==> src/rtl/ram_arbiter_pkg.sv <==
// Shared constants for the two-requester RAM arbiter: default widths,
// issue-slot state encoding and requester identifiers.
package ram_arb_pkg;

  localparam int unsigned ADDR_W_DEF = 8;
  localparam int unsigned DATA_W_DEF = 32;

  localparam logic [0:0] ST_IDLE  = 1'b0;
  localparam logic [0:0] ST_ISSUE = 1'b1;

  localparam logic [0:0] REQ_ID0 = 1'b0;
  localparam logic [0:0] REQ_ID1 = 1'b1;

endpackage

==> src/rtl/ram_arbiter_if.sv <==
// Bundle of both requester command/response channels plus the RAM port.
// master = clients and RAM side, slave = the arbiter.
interface ram_arbiter_if
  import ram_arb_pkg::*;
#(
  parameter int unsigned ADDR_W = ADDR_W_DEF,
  parameter int unsigned DATA_W = DATA_W_DEF
);

  logic              r0_valid;
  logic              r0_ready;
  logic              r0_we;
  logic [ADDR_W-1:0] r0_addr;
  logic [DATA_W-1:0] r0_wdata;
  logic              r0_rvalid;
  logic [DATA_W-1:0] r0_rdata;

  logic              r1_valid;
  logic              r1_ready;
  logic              r1_we;
  logic [ADDR_W-1:0] r1_addr;
  logic [DATA_W-1:0] r1_wdata;
  logic              r1_rvalid;
  logic [DATA_W-1:0] r1_rdata;

  logic              ram_write_en;
  logic              ram_read_en;
  logic [ADDR_W-1:0] ram_addr;
  logic [DATA_W-1:0] ram_data_in;
  logic [DATA_W-1:0] ram_data_out;

  modport master (
    output r0_valid, r0_we, r0_addr, r0_wdata,
    input  r0_ready, r0_rvalid, r0_rdata,
    output r1_valid, r1_we, r1_addr, r1_wdata,
    input  r1_ready, r1_rvalid, r1_rdata,
    input  ram_write_en, ram_read_en, ram_addr, ram_data_in,
    output ram_data_out
  );

  modport slave (
    input  r0_valid, r0_we, r0_addr, r0_wdata,
    output r0_ready, r0_rvalid, r0_rdata,
    input  r1_valid, r1_we, r1_addr, r1_wdata,
    output r1_ready, r1_rvalid, r1_rdata,
    output ram_write_en, ram_read_en, ram_addr, ram_data_in,
    input  ram_data_out
  );

endinterface

==> src/rtl/ram_arbiter_rr_arb2.sv <==
// Two-input grant logic. With RAM_ARB_ROUND_ROBIN_EN defined, ties go to the
// requester not granted last; otherwise fixed priority with r0 winning.
module rr_arb2
  import ram_arb_pkg::*;
(
  input  logic       clk,
  input  logic       rst_n,
  input  logic [1:0] req,
  output logic [1:0] gnt
);

`ifdef RAM_ARB_ROUND_ROBIN_EN
  // Remembers the last winner; reset to r1 so r0 takes the first tie.
  logic [0:0] last_id;

  always_comb begin
    gnt = '0;
    if (req == 2'b11) begin
      if (last_id == REQ_ID1) gnt = 2'b01;
      else                    gnt = 2'b10;
    end else begin
      gnt = req;
    end
  end

  always_ff @(posedge clk or negedge rst_n) begin
    if (!rst_n) begin
      last_id <= REQ_ID1;
    end else if (gnt[1]) begin
      last_id <= REQ_ID1;
    end else if (gnt[0]) begin
      last_id <= REQ_ID0;
    end
  end
`else
  logic unused_clk_rst;

  assign unused_clk_rst = clk & rst_n;
  assign gnt = {req[1] & ~req[0], req[0]};
`endif

endmodule

==> src/rtl/ram_arbiter.sv <==
// Arbitrates two valid/ready requesters onto a single-port RAM: accept, issue
// one cycle later, tagged read return one cycle after that. RAM_ARB_ROUND_ROBIN_EN selects round-robin ties.
module ram_arbiter
  import ram_arb_pkg::*;
#(
  parameter int unsigned ADDR_W = ADDR_W_DEF,
  parameter int unsigned DATA_W = DATA_W_DEF
) (
  input  logic          clk,
  input  logic          rst_n,
  ram_arbiter_if.slave  bus
);

  logic [1:0]        req;
  logic [1:0]        gnt;
  logic              accept;
  logic [0:0]        sel_id;

  logic [0:0]        state;
  logic [0:0]        cmd_id;
  logic              cmd_we;
  logic [ADDR_W-1:0] cmd_addr;
  logic [DATA_W-1:0] cmd_wdata;

  logic              issue;
  logic              issue_rd;
  logic              ram_we;
  logic              ram_re;
  logic [ADDR_W-1:0] ram_a;
  logic [DATA_W-1:0] ram_d;

  logic              r0_rvalid_q;
  logic              r1_rvalid_q;
  logic [DATA_W-1:0] r0_rdata_q;
  logic [DATA_W-1:0] r1_rdata_q;

  // Masking requests with rst_n keeps ready low for the whole reset window.
  assign req = {bus.r1_valid, bus.r0_valid} & {2{rst_n}};

  rr_arb2 u_arb (
    .clk   (clk),
    .rst_n (rst_n),
    .req   (req),
    .gnt   (gnt)
  );

  assign bus.r0_ready = gnt[0];
  assign bus.r1_ready = gnt[1];
  assign accept       = |gnt;
  assign sel_id       = gnt[1] ? REQ_ID1 : REQ_ID0;

  always_ff @(posedge clk or negedge rst_n) begin
    if (!rst_n) begin
      state     <= ST_IDLE;
      cmd_id    <= REQ_ID0;
      cmd_we    <= 1'b0;
      cmd_addr  <= '0;
      cmd_wdata <= '0;
    end else if (accept) begin
      state     <= ST_ISSUE;
      cmd_id    <= sel_id;
      cmd_we    <= (sel_id == REQ_ID1) ? bus.r1_we    : bus.r0_we;
      cmd_addr  <= (sel_id == REQ_ID1) ? bus.r1_addr  : bus.r0_addr;
      cmd_wdata <= (sel_id == REQ_ID1) ? bus.r1_wdata : bus.r0_wdata;
    end else begin
      state     <= ST_IDLE;
    end
  end

  assign issue    = (state == ST_ISSUE);
  assign issue_rd = issue && !cmd_we;

  always_comb begin
    ram_we = 1'b0;
    ram_re = 1'b0;
    ram_a  = '0;
    ram_d  = '0;
    if (issue) begin
      ram_a = cmd_addr;
      if (cmd_we) begin
        ram_we = 1'b1;
        ram_d  = cmd_wdata;
      end else begin
        ram_re = 1'b1;
      end
    end
  end

  assign bus.ram_write_en = ram_we;
  assign bus.ram_read_en  = ram_re;
  assign bus.ram_addr     = ram_a;
  assign bus.ram_data_in  = ram_d;

  // Read data is captured at the end of the issue cycle and routed by tag.
  always_ff @(posedge clk or negedge rst_n) begin
    if (!rst_n) begin
      r0_rvalid_q <= 1'b0;
      r1_rvalid_q <= 1'b0;
      r0_rdata_q  <= '0;
      r1_rdata_q  <= '0;
    end else begin
      r0_rvalid_q <= issue_rd && (cmd_id == REQ_ID0);
      r1_rvalid_q <= issue_rd && (cmd_id == REQ_ID1);
      if (issue_rd && (cmd_id == REQ_ID0)) r0_rdata_q <= bus.ram_data_out;
      if (issue_rd && (cmd_id == REQ_ID1)) r1_rdata_q <= bus.ram_data_out;
    end
  end

  assign bus.r0_rvalid = r0_rvalid_q;
  assign bus.r1_rvalid = r1_rvalid_q;
  assign bus.r0_rdata  = r0_rdata_q;
  assign bus.r1_rdata  = r1_rdata_q;

endmodule

==> src/flat_wrapper.sv <==
// flat-port wrapper written by rule: the top's interface ports become plain ports
module ram_arbiter_flat import ram_arb_pkg::*;
#(
  parameter int unsigned ADDR_W = ADDR_W_DEF,
  parameter int unsigned DATA_W = DATA_W_DEF
)
  (clk, rst_n, bus_r0_valid, bus_r0_we, bus_r0_addr, bus_r0_wdata, bus_r0_ready, bus_r0_rvalid, bus_r0_rdata, bus_r1_valid, bus_r1_we, bus_r1_addr, bus_r1_wdata, bus_r1_ready, bus_r1_rvalid, bus_r1_rdata, bus_ram_write_en, bus_ram_read_en, bus_ram_addr, bus_ram_data_in, bus_ram_data_out);
  ram_arbiter_if #(.ADDR_W(ADDR_W), .DATA_W(DATA_W)) bus_i ();
  input  logic clk;
  input  logic rst_n;
  input wire logic [$bits(bus_i.r0_valid)-1:0] bus_r0_valid;
  input wire logic [$bits(bus_i.r0_we)-1:0] bus_r0_we;
  input wire logic [$bits(bus_i.r0_addr)-1:0] bus_r0_addr;
  input wire logic [$bits(bus_i.r0_wdata)-1:0] bus_r0_wdata;
  output wire logic [$bits(bus_i.r0_ready)-1:0] bus_r0_ready;
  output wire logic [$bits(bus_i.r0_rvalid)-1:0] bus_r0_rvalid;
  output wire logic [$bits(bus_i.r0_rdata)-1:0] bus_r0_rdata;
  input wire logic [$bits(bus_i.r1_valid)-1:0] bus_r1_valid;
  input wire logic [$bits(bus_i.r1_we)-1:0] bus_r1_we;
  input wire logic [$bits(bus_i.r1_addr)-1:0] bus_r1_addr;
  input wire logic [$bits(bus_i.r1_wdata)-1:0] bus_r1_wdata;
  output wire logic [$bits(bus_i.r1_ready)-1:0] bus_r1_ready;
  output wire logic [$bits(bus_i.r1_rvalid)-1:0] bus_r1_rvalid;
  output wire logic [$bits(bus_i.r1_rdata)-1:0] bus_r1_rdata;
  output wire logic [$bits(bus_i.ram_write_en)-1:0] bus_ram_write_en;
  output wire logic [$bits(bus_i.ram_read_en)-1:0] bus_ram_read_en;
  output wire logic [$bits(bus_i.ram_addr)-1:0] bus_ram_addr;
  output wire logic [$bits(bus_i.ram_data_in)-1:0] bus_ram_data_in;
  input wire logic [$bits(bus_i.ram_data_out)-1:0] bus_ram_data_out;
  assign bus_i.r0_valid = bus_r0_valid;
  assign bus_i.r0_we = bus_r0_we;
  assign bus_i.r0_addr = bus_r0_addr;
  assign bus_i.r0_wdata = bus_r0_wdata;
  assign bus_r0_ready = bus_i.r0_ready;
  assign bus_r0_rvalid = bus_i.r0_rvalid;
  assign bus_r0_rdata = bus_i.r0_rdata;
  assign bus_i.r1_valid = bus_r1_valid;
  assign bus_i.r1_we = bus_r1_we;
  assign bus_i.r1_addr = bus_r1_addr;
  assign bus_i.r1_wdata = bus_r1_wdata;
  assign bus_r1_ready = bus_i.r1_ready;
  assign bus_r1_rvalid = bus_i.r1_rvalid;
  assign bus_r1_rdata = bus_i.r1_rdata;
  assign bus_ram_write_en = bus_i.ram_write_en;
  assign bus_ram_read_en = bus_i.ram_read_en;
  assign bus_ram_addr = bus_i.ram_addr;
  assign bus_ram_data_in = bus_i.ram_data_in;
  assign bus_i.ram_data_out = bus_ram_data_out;
  ram_arbiter #(.ADDR_W(ADDR_W), .DATA_W(DATA_W)) u_core (.clk(clk), .rst_n(rst_n), .bus(bus_i));
endmodule
==> config.mk <==
export PLATFORM = sky130hd
export DESIGN_NAME = ram_arbiter_flat
export DESIGN_NICKNAME = d
export VERILOG_FILES = /design/src/rtl/ram_arbiter_pkg.sv /design/src/rtl/ram_arbiter_if.sv /design/src/rtl/ram_arbiter_rr_arb2.sv /design/src/rtl/ram_arbiter.sv /design/src/flat_wrapper.sv
export SDC_FILE = /design/constraint.sdc
export NUM_CORES = 1
export LEC_CHECK = 0
export CAP_MARGIN = 20
export CORE_MARGIN = 4
export CORE_UTILIZATION = 40
export DETAILED_ROUTE_END_ITERATION = 16
export GPL_TIMING_DRIVEN = 0
export PLACE_DENSITY = 0.77
export SLEW_MARGIN = 30
export SYNTH_ARGS = -nofsm -noshare
export SYNTH_HDL_FRONTEND = slang
export SYNTH_HIERARCHICAL = 1
export SYNTH_SLANG_ARGS = --single-unit
export TNS_END_PERCENT = 10
==> constraint.sdc <==
create_clock -name clk -period 3.3 [get_ports clk]
set_clock_uncertainty 0.2 [all_clocks]
set_input_delay 0.33 -clock clk [delete_from_list [all_inputs] [get_ports clk]]
set_output_delay 0.33 -clock clk [all_outputs]
set_load 0.01 [all_outputs]
-- After elaboration in Yosys (flattened, before gate mapping)
Index checks and enable logic that the tools add are counted.
- word-level logic and storage cells: 30
- output and inout bits: 110
- input port bits: 118
- register bits: 109
- bitwise operators: 4
- reduce and logical (&&, ||, !) cells: 5
- multiplexer cells: 12
- operator list (cell ; number):
    32-bit two-way mux ; 3
    8-bit two-way mux ; 2
    1-bit two-way mux ; 7
    1-bit logical AND ; 3
    2-bit AND ; 1
    1-bit NOT ; 2
    2-bit OR reduction ; 1
    1-bit AND ; 1
    1-bit zero test ; 1

-- Logic depth before layout (Yosys ltp)
- word-level depth: 5
- gate-level depth with buffers: 6
- gate-level depth less buffers: 4

-- Cells and area by module
The synthesis kept the hierarchy.
- modules (own cells, without submodules) (module ; times used ; seq. area each (µm²) ; cells each ; area each (µm²)):
    ram_arbiter ; 1 ; 2727.6 ; 374 ; 4685.7
    rr_arb2 ; 1 ; 0.0 ; 2 ; 21.3

-- Worst setup path after synthesis
No wires, ideal clock.
- path type: in2reg
- start point: in bus_r0_valid
- end point: reg u_core.cmd_addr[0]
- slack: 1.639 ns
- data arrival time: 1.327 ns
- stages: 6
- cell sequence: and2_1 buf_4 buf_2 buf_2 mux2i_1 o21ai_0
- longest elaborated chain between the ends: 5
- ends and longest elaborated chain (what ; line ; source):
    start: declaration ; flat_wrapper.sv:11 ; input wire logic [$bits(bus_i.r0_valid)-1:0] bus_r0_valid;
    2-bit AND * ; ram_arbiter.sv:38 ; assign req = {bus.r1_valid, bus.r0_valid} & {2{rst_n}};
    named net bus_r0_ready ; flat_wrapper.sv:15 ; output wire logic [$bits(bus_i.r0_ready)-1:0] bus_r0_ready;
    1-bit NOT ; ram_arbiter_rr_arb2.sv:39 ; assign gnt = {req[1] & ~req[0], req[0]};
    1-bit AND ; ram_arbiter_rr_arb2.sv:39 ;
    1-bit two-way mux ; ram_arbiter.sv:50 ; assign sel_id = gnt[1] ? REQ_ID1 : REQ_ID0;
    8-bit two-way mux ; ram_arbiter.sv:63 ; cmd_addr <= (sel_id == REQ_ID1) ? bus.r1_addr : bus.r0_addr;
    end signal: assignment ; ram_arbiter.sv:63 ;
    end: declaration ; ram_arbiter.sv:22 ; logic [ADDR_W-1:0] cmd_addr;
The timed path passes the listed nets; every way through them passes the cells marked *.
A chain may end at the register's enable or synchronous reset.

-- Worst setup path after layout
- start point: in rst_n
- end point: out bus_r0_ready
- longest elaborated chain between the ends: 1
- ends and longest elaborated chain (what ; line ; source):
    start: declaration ; flat_wrapper.sv:10 ; input logic rst_n;
    2-bit AND ; ram_arbiter.sv:38 ;
    end: declaration ; flat_wrapper.sv:15 ;
Every way passes these cells.

==> impl_metrics.env <==
export IMPL_status="finished, final reports clean"
export IMPL_path_class="input pin to output port"
export IMPL_drtPass1Iterations=4
export IMPL_ioPinCount=228
export IMPL_required_ps=2770
export IMPL_yosysTopAreaCell="dfrtp_1"
export IMPL_crit_arrival_ps=2350
export IMPL_crit_buf_inv=4
export IMPL_pre_cts_slack_ps=741.7
export IMPL_core_area_mm2=0.01147
export IMPL_drc=0
export IMPL_crit_path_end_kind="output port"
export IMPL_rsz0062_at_grt="no"
export IMPL_routed_wl_um=13490
export IMPL_r2r_slack_ps=1450
export IMPL_drive_gt1_share_pct=15.35
export IMPL_clkTransAtPathRegs_ps=70
export IMPL_finalCritPeriodShare_pct=87.36
export IMPL_clk_path_buf_depth=2
export IMPL_synth_area_per_cell_um2=12.52
export IMPL_drt_initial_drc_count=184
export IMPL_slew_violations=0
export IMPL_numCtsBuffers=9
export IMPL_timing_rr_end="u_core/bus.r0_rdata[11]"
export IMPL_synth_ff_type="dfrtp_1"
export IMPL_drtAntennaViolNets=0
export IMPL_antenna_found_initial=0
export IMPL_grt_pass1_vias=4095
export IMPL_yosys_top_cells_area="dfrtp_1 58%, mux2_2 15%, mux2i_1 8.7%, o21ai_0 4.4%, and3_1 4.3%"
export IMPL_worstRegToRegCells=3
export IMPL_htree_levels=3
export IMPL_yosysTopAreaCellShare_pct=57.95
export IMPL_num_vias=3847
export IMPL_grt_usage_pct=19.69
export IMPL_hold_end="u_core/bus.r0_rdata[4]"
export IMPL_grt_ovfl_total=0
export IMPL_whs_path_depth=1
export IMPL_layout_min_cycle_time_ps=2883
export IMPL_cap_viol_max_count=0
export IMPL_globalplace_congestion=0.8391
export IMPL_synthDistinctLibCells=19
export IMPL_clock_sinks=109
export IMPL_initial_core_util_pct=41.05
export IMPL_min_path_type="register to register"
export IMPL_r2r_start="u_core/issue"
export IMPL_hold_slack_ps=296.2
export IMPL_critical_path_top_delay_family="buffers and inverters"
export IMPL_peakVddDrop_uv=349.9
export IMPL_avgViaCountPerCell=5.049
export IMPL_cts_resized=0
export IMPL_cts_tree="done"
export IMPL_slew_headroom_pct=59.84
export IMPL_final_nets=734
export IMPL_post_drt_wl_per_cell_um=17.70
export IMPL_worst_pin_slew_ps=602.4
export IMPL_max_freq_mhz=346.9
export IMPL_rows=39
export IMPL_num_antenna_cells=0
export IMPL_grt_pass1_wl_um=20840
export IMPL_post_cts_buffers=0
export IMPL_seq_area_frac_synth_pct=57.95
export IMPL_path_cells="dlygate4sd3_1 > buf_6 > and2_1 > buf_4 > clkdlybuf4s50_1"
export IMPL_insertion_delay_ps=330
export IMPL_critPathMaxFanout=64
export IMPL_crit_slowest_cell="dlygate4sd3_1"
export IMPL_synthCells=376
export IMPL_hold_viol_final=0
export IMPL_die_h_um=116.5
export IMPL_grt_max_degree=65
export IMPL_port_buffers=227
export IMPL_finalSetupViolations=0
export IMPL_p_per_area_mw_per_mm2=612.1
export IMPL_cp_start_kind="input pin"
export IMPL_synth_area_mm2=0.004707
export IMPL_synth_edf_count=0
export IMPL_die_width_um=116.5
export IMPL_synth_seq_cells=109
export IMPL_yosysMostFrequentCell="dfrtp_1"
export IMPL_p_leak_uw=0.003168
export IMPL_hold_start="u_core/bus.r0_rdata[4]"
export IMPL_setup_ws_ps=417.0
export IMPL_area_delta_synth_final_pct=59.01
export IMPL_place_hpwl_um=10340
export IMPL_async_reset_ff_share_pct=100.0
export IMPL_die_area_mm2=0.01357
export IMPL_yosys_warnings=6
export IMPL_syn_nets=494
export IMPL_slowest_delay_ps=540
export IMPL_synth_top_cells_by_count="109 x dfrtp_1, 63 x mux2_2, 41 x mux2i_1, 41 x nand2_1, 41 x o21ai_0"
export IMPL_cts_root_buf="clkbuf_16"
## routing by layer
layer	routed length [um]	part of all wire (%)	GRT usage, %
met1	5339	40	24.05
met2	6762	50	33.22
met3	1107	8.2	6.010
met4	275	2.0	6.729
met5	0	0	0
## through the flow
step	power, uW	area (um2)	TNS [ps]	std cells	utilization, %
after global routing	4821	7485	0	762	65.27
final	4581	7485	0	762	65.27
after detailed placement	3569	7187	0	747	62.67
after floorplan	2546	4707	0	376	-
after CTS	4642	7485	0	762	65.27
after global placement	3508	7158	-393160	746	62.42
## what timing repair did
item	in CTS	in global routing
hold buffers	1	0
endpoints found under the setup margin	0	0
endpoints found under the hold margin	61	0
## final cells by class
cell class | count | area (um2)
fill | 907 | 3983
sequential | 109 | 2728
timing repair buffer | 229 | 2311
multi-input combinational | 236 | 1819
clock buffer | 10 | 239.0
tap | 143 | 178.9
buffer | 29 | 152.6
clock inverter | 4 | 48.80
inverter | 2 | 7.507
## kinds of logic (layout without fill, tap and decap cells)
group	Yosys count	after routing	synth area share, %
buffers and inverters	31	274	3.403
muxes	105	105	24.03
DFF	109	109	57.95
and+or+nand+nor	89	89	10.10
AOI/OAI and AO/OA	42	42	4.519
## flip-flops by register name, summed over array words and instances, names as in the netlist
name                  count
u_core/bus.r1_rdata      32
u_core/bus.r1_rvalid      1
u_core/cmd_id             1
u_core/bus.r0_rvalid      1
u_core/bus.r0_rdata      32
u_core/cmd_addr           8
u_core/issue              1
u_core/cmd_wdata         32
u_core/cmd_we             1
## power breakdown
group          switching (uW)  internal, uW
logic                     587          1020
registers                 198          1720
clock network             460           601
total                    1240          3340
## worst max path at each step
stage	start	endpoint	slack [ps]	depth (start not counted)
after floorplan	bus_r0_valid	u_core/cmd_addr[0]	1640	6
after global placement	rst_n	u_core/cmd_wdata[14]	-2950	6
after detailed placement	rst_n	u_core/cmd_wdata[16]	740	6
after CTS	rst_n	bus_r0_ready	380	5
after global routing	rst_n	u_core/cmd_wdata[21]	270	8
final	rst_n	bus_r0_ready	420	5
## cells in the final DEF (no fill, tap or decap)
| cell | n |
|---|---|
| nor2b_1 | 1 |
| nand3b_1 | 1 |
| clkdlybuf4s50_1 | 226 |
| mux2_1 | 1 |
| buf_16 | 1 |
| clkbuf_16 | 9 |
| buf_2 | 8 |
| o21ai_0 | 41 |
| clkinv_2 | 2 |
| and3_1 | 32 |
| inv_6 | 1 |
| bufinv_16 | 1 |
| and2_1 | 11 |
| nand2_1 | 41 |
| buf_4 | 1 |
| nor2b_4 | 1 |
| clkbuf_1 | 16 |
| mux2i_1 | 41 |
| a21o_1 | 1 |
| clkbuf_8 | 1 |
| dlygate4sd3_1 | 1 |
| dfrtp_1 | 109 |
| mux2_2 | 63 |
| inv_1 | 2 |
| nor3b_4 | 1 |
| buf_6 | 5 |
| or2_2 | 1 |
No activity file was read; power rests on OpenSTA's default activity.
